<file path="src/rtl/ahb_sram_if.sv">
// ahb_sram_if -- AHB-Lite slave that fronts four byte-lane synchronous SRAM banks.
//
// Reads are issued to the SRAM combinationally in the address phase, so the
// synchronous SRAM output arrives in the data phase with no wait states.
// Writes are issued in the data phase, when hwdata is valid. A read that
// directly follows a write finds the SRAM port busy, so it is held for one
// cycle (RD_STALL) and then issued.
//
// Bus handshake: a transfer is offered when hsel & htrans[1] are high and is
// taken on the rising edge where hready is also high. hreadyout low stretches
// the current data phase, and the master must hold its next address phase.
//
// Optional feature, enabled by defining SRAMC_ERR_RESP_EN: transfers taken
// while bist_en=1, or with hsize>2, get a two-cycle ERROR response. When the
// macro is undefined, hresp is always OKAY, hsize>2 is handled as a word
// access, and transfers taken during BIST are silently dropped.
//
// dbg_state_o exposes the FSM state for checkers.
module ahb_sram_if (
  input  logic        hclk,
  input  logic        hresetn,
  input  logic        hsel,
  input  logic        hready,
  input  logic        hwrite,
  input  logic [1:0]  htrans,
  input  logic [2:0]  hsize,
  input  logic [31:0] haddr,
  input  logic [31:0] hwdata,
  input  logic        bist_en,
  output logic        hreadyout,
  output logic [1:0]  hresp,
  output logic [31:0] hrdata,
  output logic [12:0] sram_addr,
  output logic [3:0]  sram_cen,
  output logic [3:0]  sram_wen,
  output logic        sram_oen,
  output logic [31:0] sram_wdata,
  input  logic [31:0] sram_rdata,
  output logic [2:0]  dbg_state_o
);

  typedef enum logic [2:0] {
    ST_IDLE     = 3'd0,
    ST_WR_DATA  = 3'd1,
    ST_RD_DATA  = 3'd2,
    ST_RD_STALL = 3'd3
`ifdef SRAMC_ERR_RESP_EN
    ,
    ST_ERR1     = 3'd4,
    ST_ERR2     = 3'd5
`endif
  } state_e;

  state_e      state_q, state_d;
  logic [12:0] addr_q, addr_d;   // write word address, or stalled read address
  logic [3:0]  mask_q, mask_d;   // write lane mask
  logic [2:0]  size_q, size_d;   // write transfer size

  logic        accept;
  logic        blocked;
  logic [3:0]  lane_mask;

  // Reset gates acceptance so no address-phase read can leak out during reset.
  assign accept = hresetn & hsel & hready & htrans[1];

`ifdef SRAMC_ERR_RESP_EN
  assign blocked = bist_en | (hsize > 3'd2);
`else
  assign blocked = bist_en;
`endif

  assign dbg_state_o = state_q;

  // Upper address bits alias, htrans[0] (SEQ vs NONSEQ) does not matter,
  // and the registered size is kept for observability only.
  logic unused_sigs;
  assign unused_sigs = ^{haddr[31:15], htrans[0], size_q};

  // Byte-lane mask from transfer size and low address bits.
  always_comb begin
    lane_mask = 4'hF;
    case (hsize)
      3'd0:    lane_mask = 4'b0001 << haddr[1:0];
      3'd1:    lane_mask = haddr[1] ? 4'b1100 : 4'b0011;
      default: lane_mask = 4'hF;
    endcase
  end

  // FSM state register.
  always_ff @(posedge hclk or negedge hresetn) begin
    if (!hresetn) begin
      state_q <= ST_IDLE;
    end else begin
      state_q <= state_d;
    end
  end

  // Pipeline registers holding the pending SRAM access.
  always_ff @(posedge hclk or negedge hresetn) begin
    if (!hresetn) begin
      addr_q <= '0;
      mask_q <= '0;
      size_q <= '0;
    end else begin
      addr_q <= addr_d;
      mask_q <= mask_d;
      size_q <= size_d;
    end
  end

  // Data-phase outputs from the current state, then address-phase decode
  // that picks the next state and may issue a read immediately.
  always_comb begin
    state_d    = state_q;
    addr_d     = addr_q;
    mask_d     = mask_q;
    size_d     = size_q;
    hreadyout  = 1'b1;
    hresp      = 2'b00;
    hrdata     = '0;
    sram_cen   = 4'hF;
    sram_wen   = 4'hF;
    sram_oen   = 1'b1;
    sram_addr  = '0;
    sram_wdata = '0;

    case (state_q)
      ST_WR_DATA: begin
        sram_cen   = ~mask_q;
        sram_wen   = ~mask_q;
        sram_addr  = addr_q;
        sram_wdata = hwdata;
      end
      ST_RD_STALL: begin
        hreadyout = 1'b0;
        sram_cen  = 4'h0;
        sram_oen  = 1'b0;
        sram_addr = addr_q;
      end
      ST_RD_DATA: begin
        hrdata = sram_rdata;
      end
`ifdef SRAMC_ERR_RESP_EN
      ST_ERR1: begin
        hreadyout = 1'b0;
        hresp     = 2'b01;
      end
      ST_ERR2: begin
        hresp = 2'b01;
      end
`endif
      default: begin
      end
    endcase

    if (state_q == ST_RD_STALL) begin
      state_d = ST_RD_DATA;
    end
`ifdef SRAMC_ERR_RESP_EN
    else if (state_q == ST_ERR1) begin
      state_d = ST_ERR2;
    end
`endif
    else if (!accept) begin
      state_d = ST_IDLE;
    end else if (blocked) begin
`ifdef SRAMC_ERR_RESP_EN
      state_d = ST_ERR1;
`else
      state_d = ST_IDLE;
`endif
    end else if (hwrite) begin
      state_d = ST_WR_DATA;
      addr_d  = haddr[14:2];
      mask_d  = lane_mask;
      size_d  = hsize;
    end else if (state_q == ST_WR_DATA) begin
      // SRAM port is busy with the write data phase: hold the read.
      state_d = ST_RD_STALL;
      addr_d  = haddr[14:2];
    end else begin
      state_d   = ST_RD_DATA;
      sram_cen  = 4'h0;
      sram_wen  = 4'hF;
      sram_oen  = 1'b0;
      sram_addr = haddr[14:2];
    end
  end

endmodule

</file>
<file path="config.mk">
export PLATFORM = sky130hd
export DESIGN_NAME = ahb_sram_if
export DESIGN_NICKNAME = d
export VERILOG_FILES = /design/src/rtl/ahb_sram_if.sv
export SDC_FILE = /design/constraint.sdc
export NUM_CORES = 1
export LEC_CHECK = 0
export ABC_AREA = 1
export CORE_MARGIN = 2
export CORE_UTILIZATION = 29
export DETAILED_ROUTE_END_ITERATION = 8
export PLACE_DENSITY_LB_ADDON = 0.12
export SYNTH_ARGS = -nofsm -noshare
export SYNTH_HDL_FRONTEND = slang
export SYNTH_SLANG_ARGS = --single-unit
</file>
<file path="constraint.sdc">
create_clock -name hclk -period 3.9 [get_ports hclk]
set_input_delay 0.975 -clock hclk [delete_from_list [all_inputs] [get_ports hclk]]
set_output_delay 0.975 -clock hclk [all_outputs]
set_load 0.005 [all_outputs]
</file>
Word-level counts from Yosys, hierarchy flattened
Index checks and enable logic that the tools add are counted.

word-level totals
  word-level logic and storage cells = 54
  flip-flop bits (word level) = 20
  input bits = 107
  output and inout port bits = 92

operators by class
  multiplexer cells = 35
  reduce and logical (&&, ||, !) cells = 5
  eq/ne operators = 4
  bitwise operators = 6
  shifts and indexed selects = 1

operator list
  kind                                             count
  2-to-1 mux 13 bit                                8
  2-to-1 mux 32 bit                                2
  2-to-1 mux 4 bit                                 12
  case mux 4 bit (2 select lines)                  2
  2-to-1 mux 2 bit                                 4
  AND reduction 4 bit                              2
  2-to-1 mux 1 bit                                 7
  == test 3 x 1 -> 1 bit, second input constant    2
  == test 3 x 2 -> 1 bit, second input constant    2
  NOT 4 bit                                        1
  << shifter 1 x 2 -> 4 bit, first input constant  1
  bitwise AND 1 bit                                3
  logical NOT 3 bit                                1
  NOT 1 bit                                        2
  nonzero test 2 bit                               1
  OR reduction 2 bit                               1

Depth between registers and ports, before layout
  depth in word-level cells = 8
  depth in mapped cells = 8
  gate-level depth less buffers = 7

Worst setup path after synthesis
No wires, ideal clock.

  path kind = input -> output
  start point = input bist_en
  end point = output sram_addr[10]
  required time = 2.925 ns
  arrival time = 1.643 ns
  cell stages on the path = 6
  setup slack = 1.282 ns
  cells stage by stage = inv_1 nand3_2 nor2_4 nand2_2 buf_2 o21ai_0

between the ends
  word-level cells in the longest chain between the ends = 3

RTL lines
  element            RTL line  RTL
  from (decl)        29        input logic bist_en,
  2-to-1 mux 13 bit  166       end else if (blocked) begin
  2-to-1 mux 13 bit  164       else if (!accept) begin
  2-to-1 mux 13 bit  156       if (state_q == ST_RD_STALL) begin
  to (decl)          33        output logic [12:0] sram_addr,

Every way passes these cells.

Final worst setup path
  start point = input hresetn
  end point = output sram_cen[2]

between the ends
  word-level cells in the longest chain between the ends = 5

RTL lines
  element                          RTL line  RTL
  from (decl)                      21        input logic hresetn,
  bitwise AND 1 bit (3 in series)  64        assign accept = hresetn & hsel & hready & htrans[1];
  2-to-1 mux 4 bit                 164
  2-to-1 mux 4 bit                 156
  to (decl)                        34        output logic [3:0] sram_cen,

Every way passes these cells.

==> qor.txt <==
Cell Chain, Critical Path: clkdlybuf4s50_1 -> nand2_1 -> nor2_4 -> nand2_2 -> nand2_1 -> o21ai_0 -> clkdlybuf4s50_1
Min-delay worst type: flip-flop to flip-flop
Filler Cells Inserted: 526
EDFF count, synth: 0
Nets: 582
Routing usage on met2: 0.361
Port bufs: 177
Starting DRT DRC Count: 64
CTS Buf Count: 3
Drt drc: 0
CTS resizes: 0
Worst EP arrival: 2710 ps
Area grow syn2layout: 111%
Mean routed wirelength per cell: 12.0 µm
Area fraction of the dominant cell type after synthesis: 0.287
Area of the mapped netlist: 1660 µm²
Gr usage total: 0.194
Max Slew Vio Count: 0
Post-synthesis average cell area: 5.45 µm²
Setup WS pre-CTS: 197 ps
CP Launch Point: hresetn
Design area: 3490 µm²
Iteration count of the initial detailed-routing pass: 4
Initial Util: 0.301
Largest net degree at the start of global routing: 38
Clk_skew: 5.96 ps
Clk slew on worst S/H paths: 70 ps
Post-synthesis instance total: 304
CP Capture Type: primary output
Worst Path Required: 2920 ps
First-pass GRT wire length: 9720 µm
Vias in the first global route: 1,986
Placed insts: 542
Setup crit start kind: primary input
# clock sinks: 19
Die Area: 6330 µm²
Post-route insts no fill: 546
Top delay family on crit path: buffers and inverters
CORE AREA: 5510 µm²
Routed Wire Length: 6540 µm
Top_reg_cell synth: dfrtp_1
Final min period: 3690 ps
Gpl congestion: 0.760
ANT nets after route: 0
Clk root buf: clkbuf_8
Distinct cells, synth: 19
Clock H-tree levels: 1
Crit path max fanout: 15
RSZ-0062 raised after global routing: false
Sequential element share of the synthesized area: 0.287
P per Cell Area: 162 nW/µm²
Final Hold Vio Count: 0
Ratio of cells with drive above 1 in the final layout: 0.0359
Peak VDD IR: 161 µV
Static Leak: 0.00177 µW
Setup bufs post-CTS: 0
Max-cap violations: 0
Bufs and invs on worst path: 2
Area leader, netlist: dfrtp_1
Status: finished, final reports clean
FMAX: 271 MHz
Worst hold path startpoint: addr_q[8]$_DFFE_PN0P_
Clk_lat worst skew: 250 ps
Placed inst area: 3450 µm²
# IOs: 199
Rows: 27
Die width: 79.6 µm
Worst path slowest cell: clkdlybuf4s50_1
TNS Setup: 0 ps
Final setup viols: 0
Post-route setup slack: 212 ps
RR Startpoint: dbg_state_o[0]$_DFF_PN0_
Worst slew margin: 0.541
Ys Warns: 0
Vias: 2,263
Met3 Use GR: 0.0305
CTS tree: yes
# diodes: 0
CTS max path bufs: 2
Via-per-instance ratio: 4.14
Register bit total from synthesis: 19
Period utilization: 0.946
Post-synth ARST share: 1.00
Initial antenna violation count: 0
Grt met1 use: 0.230
DP Wirelength: 5310 µm
Final hold slack: 483 ps
Worst Path Class, Setup: primary input to primary output
Die Span Y: 79.6 µm
Main area contributors after synthesis: dfrtp_1 (29%), nand2_1 (20%), inv_1 (16%)
Cell with the most instances after synthesis: nand2_1
Top cells by count, synth: nand2_1 (86), inv_1 (72), nor2_1 (70)
Worst-Margin Slew: 688 ps
Hold buffer count at cts: 0
Critical Path Max Stage Delay: 490 ps
Gr ovfl total: 0
GR peak layer: met2
-- kinds of logic (layout without fill, tap and decap cells) --
group / after synthesis / in the layout / share of synthesized area
other: 1 / 3 / 0.00227
AO/OA/AOI/OAI: 21 / 21 / 0.0658
flip-flops: 19 / 19 / 0.287
AND/OR/NAND/NOR: 172 / 172 / 0.414
buffers and inverters: 91 / 259 / 0.231
-- area by class of cell --
cell class,count,area [µm²],area share
clock buffer,3,41.3,0.0118
tap,72,90.1,0.0258
multi-input combinational,196,806,0.231
inverter,75,282,0.0806
timing repair buffer,180,1790,0.514
clock inverter,1,5.00,0.00143
sequential,19,475,0.136
-- metrics by stage --
| step | util | power (µW) |
|---|---|---|
| 6_report | 0.634 | 567 |
| 2_1_floorplan | - | 316 |
| 5_1_grt | 0.634 | 605 |
| 4_1_cts | 0.634 | 572 |
| 3_5_place_dp | 0.626 | 435 |
| 3_3_place_gp | 0.626 | 429 |
-- power breakdown --
group	leakage [µW]	internal (µW)	switching, µW	total, µW
registers	0.000247	233	22.5	255
logic	0.00150	115	62.4	177
clock network	0.0000255	70.9	64.5	135
-- worst paths after layout --
check                      slack, ps                       end  cells after the start
min                              480     addr_q[8]$_DFFE_PN0P_                      2
min reg2reg                      480     addr_q[8]$_DFFE_PN0P_                      2
max reg2reg                     2170     addr_q[5]$_DFFE_PN0P_                      6
max                              210               sram_cen[2]                      7
min in group asynchronous       1110     addr_q[5]$_DFFE_PN0P_                      2
max in group asynchronous       2590  dbg_state_o[1]$_DFF_PN0_                      2
-- flip-flops by register name (all words and copies together) (netlist names) --
signal,count
addr_q,13
dbg_state_o,2
mask_q,4
-- tightest hold or removal path, delay by kind of cell (launching register included) --
| family | cells | cell delay, ps |
|---|---|---|
| flip-flops | 1 | 340 |
| AND/OR/NAND/NOR | 2 | 110 |
-- layer usage --
layer,routed length [µm],part of all wire,vias to the layer above
met3,445,0.068,6
met1,2660,0.41,984
li1,-,-,1194
met4,68,0.010,0
met2,3370,0.51,79
met5,0,0,-
-- cell usage in the layout, fill, tap and decap left out, drive strengths merged --
| cell type | count |
|---|---|
| clkdlybuf4s50 | 177 |
| nand2 | 89 |
| inv | 75 |
| nor2 | 71 |
| dfrtp | 19 |
| o21ai | 18 |
| nand3 | 11 |
| a21oi | 3 |
| conb | 3 |
| clkbuf | 3 |
| buf | 3 |
| nor3 | 1 |
| clkinv | 1 |
Note: power is estimated with default switching activity, not from simulation.
